==> src/rtl/registered_mux_n.sv <==
`default_nettype none
// ============================================================================
//  Module   : registered_mux_n
//  Purpose  : Registered N-to-1 word selector with a valid/ready handshake
//             and a two-entry skid buffer (main + skid). It selects one of
//             NInputs words and flags out-of-range selectors. The result is
//             presented one cycle after acceptance. Full throughput is
//             sustained under back-pressure.
//  Ports    : clk        - clock, all state updates on rising edge
//             reset      - synchronous, active-high reset
//             Selector   - input index, sampled with In_Valid
//             MUX_Data   - flattened inputs, input k at [k*NBits +: NBits]
//             In_Valid   - upstream valid
//             In_Ready   - block can accept (registered)
//             Out_Valid  - MUX_Output / Sel_Error hold a valid result
//             Out_Ready  - downstream accepts
//             MUX_Output - selected word
//             Sel_Error  - result came from Selector >= NInputs
//  Options  : REGISTERED_MUX_HOLD_LAST_EN - when defined, an out-of-range
//             selection forwards the last accepted in-range word instead
//             of zero.
//  Revision : 1.0 - initial release
// ============================================================================
module registered_mux_n #(
    parameter int NBits   = 32,
    parameter int NInputs = 4,
    parameter int SelBits = (NInputs > 2) ? $clog2(NInputs) : 1
) (
    input  logic                       clk,
    input  logic                       reset,
    input  logic [SelBits-1:0]         Selector,
    input  logic [NInputs*NBits-1:0]   MUX_Data,
    input  logic                       In_Valid,
    output logic                       In_Ready,
    output logic                       Out_Valid,
    input  logic                       Out_Ready,
    output logic [NBits-1:0]           MUX_Output,
    output logic                       Sel_Error
);

    typedef enum logic [1:0] {
        ST_EMPTY = 2'd0,
        ST_ONE   = 2'd1,
        ST_TWO   = 2'd2
    } state_t;

    state_t             r_state;
    logic [NBits-1:0]   r_main_word;
    logic               r_main_err;
    logic [NBits-1:0]   r_skid_word;
    logic               r_skid_err;
    logic               r_in_ready;
    logic               r_out_valid;

    logic [NBits-1:0]   w_sel_word;
    logic               w_in_range;
    logic [NBits-1:0]   w_oor_word;
    logic [NBits-1:0]   w_entry_word;
    logic               w_entry_err;
    logic               w_in_xfer;
    logic               w_out_xfer;

    // Widen by one bit so the range check never degenerates into a
    // comparison against a value the selector cannot represent.
    assign w_in_range = ({1'b0, Selector} < (SelBits+1)'(NInputs));

    // Explicit compare-and-pick avoids indexing past the flattened bus
    // when the selector is out of range.
    always_comb begin
        w_sel_word = '0;
        for (int k = 0; k < NInputs; k++) begin
            if (Selector == SelBits'(k)) begin
                w_sel_word = MUX_Data[k*NBits +: NBits];
            end
        end
    end

`ifdef REGISTERED_MUX_HOLD_LAST_EN
    // Last accepted in-range word. An out-of-range entry formed on the same
    // edge as an update sees the value from before that edge.
    logic [NBits-1:0]   r_hold;

    always_ff @(posedge clk) begin
        if (reset) begin
            r_hold <= '0;
        end else if (w_in_xfer && w_in_range) begin
            r_hold <= w_sel_word;
        end
    end

    assign w_oor_word = r_hold;
`else
    assign w_oor_word = '0;
`endif

    assign w_entry_word = w_in_range ? w_sel_word : w_oor_word;
    assign w_entry_err  = ~w_in_range;

    assign w_in_xfer  = In_Valid  & r_in_ready;
    assign w_out_xfer = r_out_valid & Out_Ready;

    // Handshake flags are registered together with the state so In_Ready
    // never depends combinationally on Out_Ready.
    always_ff @(posedge clk) begin
        if (reset) begin
            r_state     <= ST_EMPTY;
            r_main_word <= '0;
            r_main_err  <= 1'b0;
            r_skid_word <= '0;
            r_skid_err  <= 1'b0;
            r_in_ready  <= 1'b1;
            r_out_valid <= 1'b0;
        end else begin
            case (r_state)
                ST_EMPTY: begin
                    if (w_in_xfer) begin
                        r_main_word <= w_entry_word;
                        r_main_err  <= w_entry_err;
                        r_state     <= ST_ONE;
                        r_out_valid <= 1'b1;
                        r_in_ready  <= 1'b1;
                    end
                end
                ST_ONE: begin
                    if (w_in_xfer && w_out_xfer) begin
                        r_main_word <= w_entry_word;
                        r_main_err  <= w_entry_err;
                    end else if (w_in_xfer) begin
                        // Downstream stalled: absorb this word into skid
                        // and stop accepting from the next cycle.
                        r_skid_word <= w_entry_word;
                        r_skid_err  <= w_entry_err;
                        r_state     <= ST_TWO;
                        r_in_ready  <= 1'b0;
                    end else if (w_out_xfer) begin
                        r_state     <= ST_EMPTY;
                        r_out_valid <= 1'b0;
                    end
                end
                ST_TWO: begin
                    if (w_out_xfer) begin
                        r_main_word <= r_skid_word;
                        r_main_err  <= r_skid_err;
                        r_state     <= ST_ONE;
                        r_in_ready  <= 1'b1;
                    end
                end
                default: begin
                    r_state     <= ST_EMPTY;
                    r_in_ready  <= 1'b1;
                    r_out_valid <= 1'b0;
                end
            endcase
        end
    end

    assign In_Ready   = r_in_ready;
    assign Out_Valid  = r_out_valid;
    assign MUX_Output = r_main_word;
    assign Sel_Error  = r_main_err;

endmodule
`default_nettype wire
==> config.mk <==
export PLATFORM = sky130hd
export DESIGN_NAME = registered_mux_n
export DESIGN_NICKNAME = d
export VERILOG_FILES = /design/src/rtl/registered_mux_n.sv
export SDC_FILE = /design/constraint.sdc
export NUM_CORES = 1
export LEC_CHECK = 0
export ABC_AREA = 1
export CORE_MARGIN = 2
export CORE_UTILIZATION = 39
export DETAILED_ROUTE_END_ITERATION = 8
export PLACE_DENSITY = 0.77
export SLEW_MARGIN = 30
export SYNTH_ARGS = -nofsm -noshare
export SYNTH_HDL_FRONTEND = slang
export SYNTH_SLANG_ARGS = --single-unit
==> constraint.sdc <==
create_clock -name clk -period 1.2 [get_ports clk]
set_input_delay 0.18 -clock clk [delete_from_list [all_inputs] [get_ports clk]]
set_output_delay 0.18 -clock clk [all_outputs]
set_load 0.05 [all_outputs]
Word-level counts from Yosys, hierarchy flattened --
Cells that the tools add are included.
Word-level totals: flip-flop bits (word level) 69, input bits 134, output and inout port bits 35, logic and storage cells 57
Cells by class: equality and inequality tests 13, multiplexer cells 25, bitwise gates (word level) 4, reduce and logical (&&, ||, !) cells 9
Operators with widths (count):
- $mux 32 | 7
- $pmux 32 s3 | 1
- $ne 2x2->1 const B | 7
- $reduce_and 4->1 | 3
- $mux 2 | 5
- $pmux 1 s3 | 3
- $mux 1 | 8
- $eq 2x2->1 const B | 3
- $pmux 2 s3 | 1
- $reduce_and 5->1 | 1
- $eq 2x1->1 const B | 2
- $logic_not 2->1 | 2
- $ne 3x3->1 const B | 1
- $reduce_and 3->1 | 1
- $reduce_bool 3->1 | 1
- $and 1x1->1 | 2
- $not 1->1 | 2
- $logic_and 1x1->1 | 1

Logic depth before layout (Yosys ltp) --
word-level depth 7, gate-level depth with buffers 8, gate-level depth less buffers 7

Worst setup path after synthesis --
OpenSTA, ideal clock, no wires.
path kind register to register, from register r_out_valid (netlist: Out_Valid), to register r_main_word[0] (netlist: MUX_Output[0]), setup time 70 ps, arrival 1526 ps, setup slack -396 ps, stages on the path, launching flop included 8, path through dfxtp_1 > nand2_1 > o21ai_1 > nand3_2 > buf_2 > nand2_1 > nand2_1 > a21oi_1
Between the ends: word-level cells in the longest chain between the ends 4
RTL lines:
- start: declaration | RTL line 53 | logic r_out_valid;
- start signal: assignment | RTL line 112 | r_out_valid <= 1'b0;
- start signal: assignment | RTL line 120 | r_out_valid <= 1'b1;
- start signal: assignment | RTL line 137 | r_out_valid <= 1'b0;
- $and 1x1->1 * | RTL line 100 | assign w_out_xfer = r_out_valid & Out_Ready;
- $logic_and 1x1->1 | RTL line 125 | if (w_in_xfer && w_out_xfer) begin
- $ne 2x2->1 (no line)
- $reduce_and 4->1 (no line) *
- end signal: assignment | RTL line 117 | r_main_word <= w_entry_word;
- end signal: assignment | RTL line 126 | r_main_word <= w_entry_word;
- end signal: assignment | RTL line 142 | r_main_word <= r_skid_word;
- end: declaration | RTL line 48 | logic [NBits-1:0] r_main_word;
Mark *: on every way between the ends. The rest lies on a longest branch, timed or not. A chain may end at the register's enable or synchronous reset.

Worst setup path after layout --
from register r_state[1], to register r_main_word[31] (netlist: MUX_Output[31])
Between the ends: word-level cells in the longest chain between the ends 3
RTL lines:
- start: declaration | RTL line 47 | state_t r_state;
- start signal: assignment | RTL line 106 | r_state <= ST_EMPTY;
- start signal: assignment | RTL line 119 | r_state <= ST_ONE;
- start signal: assignment | RTL line 133 | r_state <= ST_TWO;
- $eq 2x1->1 (tied with other cells) | RTL line 114 | case (r_state)
- $ne 2x2->1 (no line) or $reduce_bool 3->1 (tied branches)
- $reduce_and 4->1 (no line)
Several ways; a longest one is shown, not always the timed one.

==> impl_metrics.py <==
metrics = {
    "route": {
        "wl_per_cell_um": 14.5,
        "routed_via_density": 5.08,
        "num_vias": 4962,
        "wl_um": 14200,
        "first_pass_iters": 5,
        "drc": 0,
        "antenna_left": 0,
        "drt_iter0_markers": 310,
    },
    "yosys": {
        "synth-adder-area-share": 0,
        "synth_nets": 800,
        "muxShareOfSynthArea": 0,
        "synth_commonest_cells": "111 x nand2_1, 101 x nand3_1, 98 x nor2_1",
        "synthXorXnorAreaFrac": 0,
        "synth_cells": 666,
        "ys_ff_latch": 68,
        "ys_warn_count": 0,
        "syn-cell-area_um2": 4060,
        "synthArstFlopShare": 0,
        "synth_top_family_by_area": "simple AND/OR/NAND/NOR gates",
        "yosys-top-cells-area": "dfxtp_1 34%, nand3_1 12%, nand2_1 10%",
        "synth_flop_cell": "dfxtp_1",
        "synth-simple-area-share": 0.377,
        "synth-compound-area-share": 0.163,
        "yosysSeqAreaShare": 0.335,
        "synth_top_area_frac": 0.335,
        "synth_largest_area_cell": "dfxtp_1",
        "syn_avg_cell_area_um2": 6.10,
        "synth_cell_types": 21,
        "synth_edf_count": 0,
        "synth.most_common_cell": "nand2_1",
    },
    "worst_hold_path": {
        "hold_path_class": "primary input to flop",
        "whs_path_depth": 3,
        "hold_start": "In_Valid",
        "min_to": "Out_Valid",
    },
    "sta": {
        "rsz0062_at_grt": "true",
        "slew_viol_final": 0,
        "fmax_mhz": 788,
        "skew_ns": 0.00726,
        "setup-violations-final": 19,
        "min_period_ns": 1.27,
        "finalCritPeriodShare": 1.06,
        "layout_setup_ws_ns": -0.0685,
        "finalHoldViolations": 0,
    },
    "placement": {
        "port_buffers": 167,
        "dp_slack_ns": -0.469,
        "gp_congestion": 0.820,
        "dp.final_hpwl_um": 10500,
    },
    "grt": {
        "grt_max_degree": 37,
        "gr-total-overflow": 0,
        "grt_pass1_wl_um": 22800,
        "track_usage": 0.251,
        "grt_antenna_before_repair": 0,
        "grt_pass1_vias": 4886,
    },
    "worst_setup_path": {
        "cp-start-kind": "flop",
        "rr_worst_depth": 6,
        "endpoint_kind": "flop",
        "worstPathMaxFanout": 36,
        "critical_path_class": "flop to flop",
        "required_ns": 1.42,
        "r2r-start": "r_state[1]",
        "worstPathArrival_ns": 1.49,
        "r2r-end": "MUX_Output[31]",
        "reg2reg_slack_ns": -0.07,
    },
    "floorplanning": {
        "start_util": 0.397,
        "die_h_um": 106,
        "pin_count": 169,
        "die-area_um2": 11200,
        "coreArea_um2": 10200,
        "core.rowCount": 37,
        "die_x_um": 106,
    },
    "cts": {
        "root_buffer": "clkbuf_8",
        "clk_path_buf_depth": 2,
        "cts-htree-levels": 3,
        "cts_buffers": 9,
        "cts.sinks": 68,
        "clk_pin_slew_ns": 0.07,
        "insertion_delay_ns": 0.33,
        "cts_tree": "done",
    },
    "power": {
        "p_int_mw": 5.36,
        "power.total_mw": 8.76,
        "ir_drop_uv": 671,
        "switching_share": 0.388,
        "power_leakage_nw": 2.87,
        "p_per_area_nw_per_um2": 1290,
        "p_comb_frac": 0.483,
        "p_switching_mw": 3.40,
        "p_clk_frac": 0.177,
        "pwr-share-seq": 0.340,
    },
    "outcome": {
        "status": "complete, but fails checks",
        "failed_checks": "setup timing",
    },
    "final_layout": {
        "area_growth_pct": 66.6,
        "antenna_cells": 0,
        "drive_gt1_frac": 0.159,
        "final_nets": 971,
    },
    "flow_run": {
        "drv_cap": 0,
    },
}
[repair_timing]
| item | in CTS | in global routing |
|---|---|---|
| pin swaps | 3 | 0 |
| gates cloned | 1 | 0 |
| buffers inserted | 1 | 0 |
| hold endpoints to repair | 0 | 0 |
| resized for setup | 32 | 41 |
| hold buffers | 0 | 0 |
| setup endpoints to repair | 64 | 64 |
[critical path, cell delays in order, from the launching register on]
cell     delay [ns]
dfxtp_2        0.33
buf_6          0.12
o21ai_4        0.15
nand3_4        0.11
buf_12         0.19
nor2_1         0.16
a21oi_2        0.08
[power by group through the flow]
stage	Combinational (mW)	Sequential (mW)	Clock, mW
floorplan	1.40	3.66	0
global placement	3.95	3.00	0
detailed placement	4.06	3.01	0
CTS	4.13	2.97	1.56
global route	4.54	3.02	1.68
finish	4.23	2.98	1.55
[registers in the layout (all words and copies together), names as in the netlist]
| register | count |
|---|---|
| Out_Valid | 1 |
| r_state | 2 |
| In_Ready | 1 |
| r_skid_word | 32 |
| MUX_Output | 32 |
[layout by cell type (no fill, tap or decap), types with 4 or more instances in the layout]
| master | n |
|---|---|
| nor2_1 | 92 |
| buf_6 | 8 |
| o21ai_1 | 22 |
| clkbuf_8 | 9 |
| o21ai_0 | 39 |
| inv_2 | 4 |
| nand3_1 | 100 |
| inv_1 | 68 |
| buf_12 | 43 |
| buf_4 | 18 |
| a21oi_2 | 19 |
| nor2_2 | 7 |
| dfxtp_1 | 64 |
| or2_1 | 30 |
| clkdlybuf4s50_1 | 130 |
| nand2_1 | 108 |
| a21oi_1 | 47 |
[metal layers]
layer | part of all wire | global-route usage
met5 | 0 | 0
met4 | 0.022 | 0.0808
met3 | 0.078 | 0.0576
met2 | 0.50 | 0.452
met1 | 0.40 | 0.293
[metrics by stage]
stage | hold slack [ns] | TNS [ns] | util | instances | instance area, um2
2_1_floorplan | 0.239 | -0.0105 | - | 666 | 4110
3_3_place_gp | 0.477 | -22.36 | 0.627 | 960 | 6420
3_5_place_dp | 0.486 | -25.76 | 0.627 | 960 | 6420
4_1_cts | 0.303 | -0.163 | 0.651 | 977 | 6660
5_1_grt | 0.329 | -4.30 | 0.661 | 977 | 6760
6_report | 0.301 | -0.270 | 0.661 | 977 | 6760
[cell type report]
cell class	count	area (um2)
multi-input cells	481	2350
flip-flops and latches	68	1370
inverters	73	279
clock inverters	3	15.0
repair buffers	204	2440
well taps	136	170
clock buffers	12	135
fillers	873	3470
[cell families after synthesis]
| logic type | Yosys count |
|---|---|
| buffers and inverters | 117 |
| AOI/OAI and AO/OA | 132 |
| other | 1 |
| DFF | 68 |
| and+or+nand+nor | 348 |
[how the worst max path moves through the flow]
stage	cells after the start	startpoint	to
global placement	8	Selector[1]	MUX_Output[29]
floorplan	6	Out_Valid	r_skid_word[10]
detailed placement	8	Selector[1]	MUX_Output[25]
finish	6	r_state[1]	MUX_Output[31]
global route	8	r_state[1]	MUX_Output[19]
CTS	8	r_state[1]	MUX_Output[19]
No activity file was read; power rests on OpenSTA's default activity.
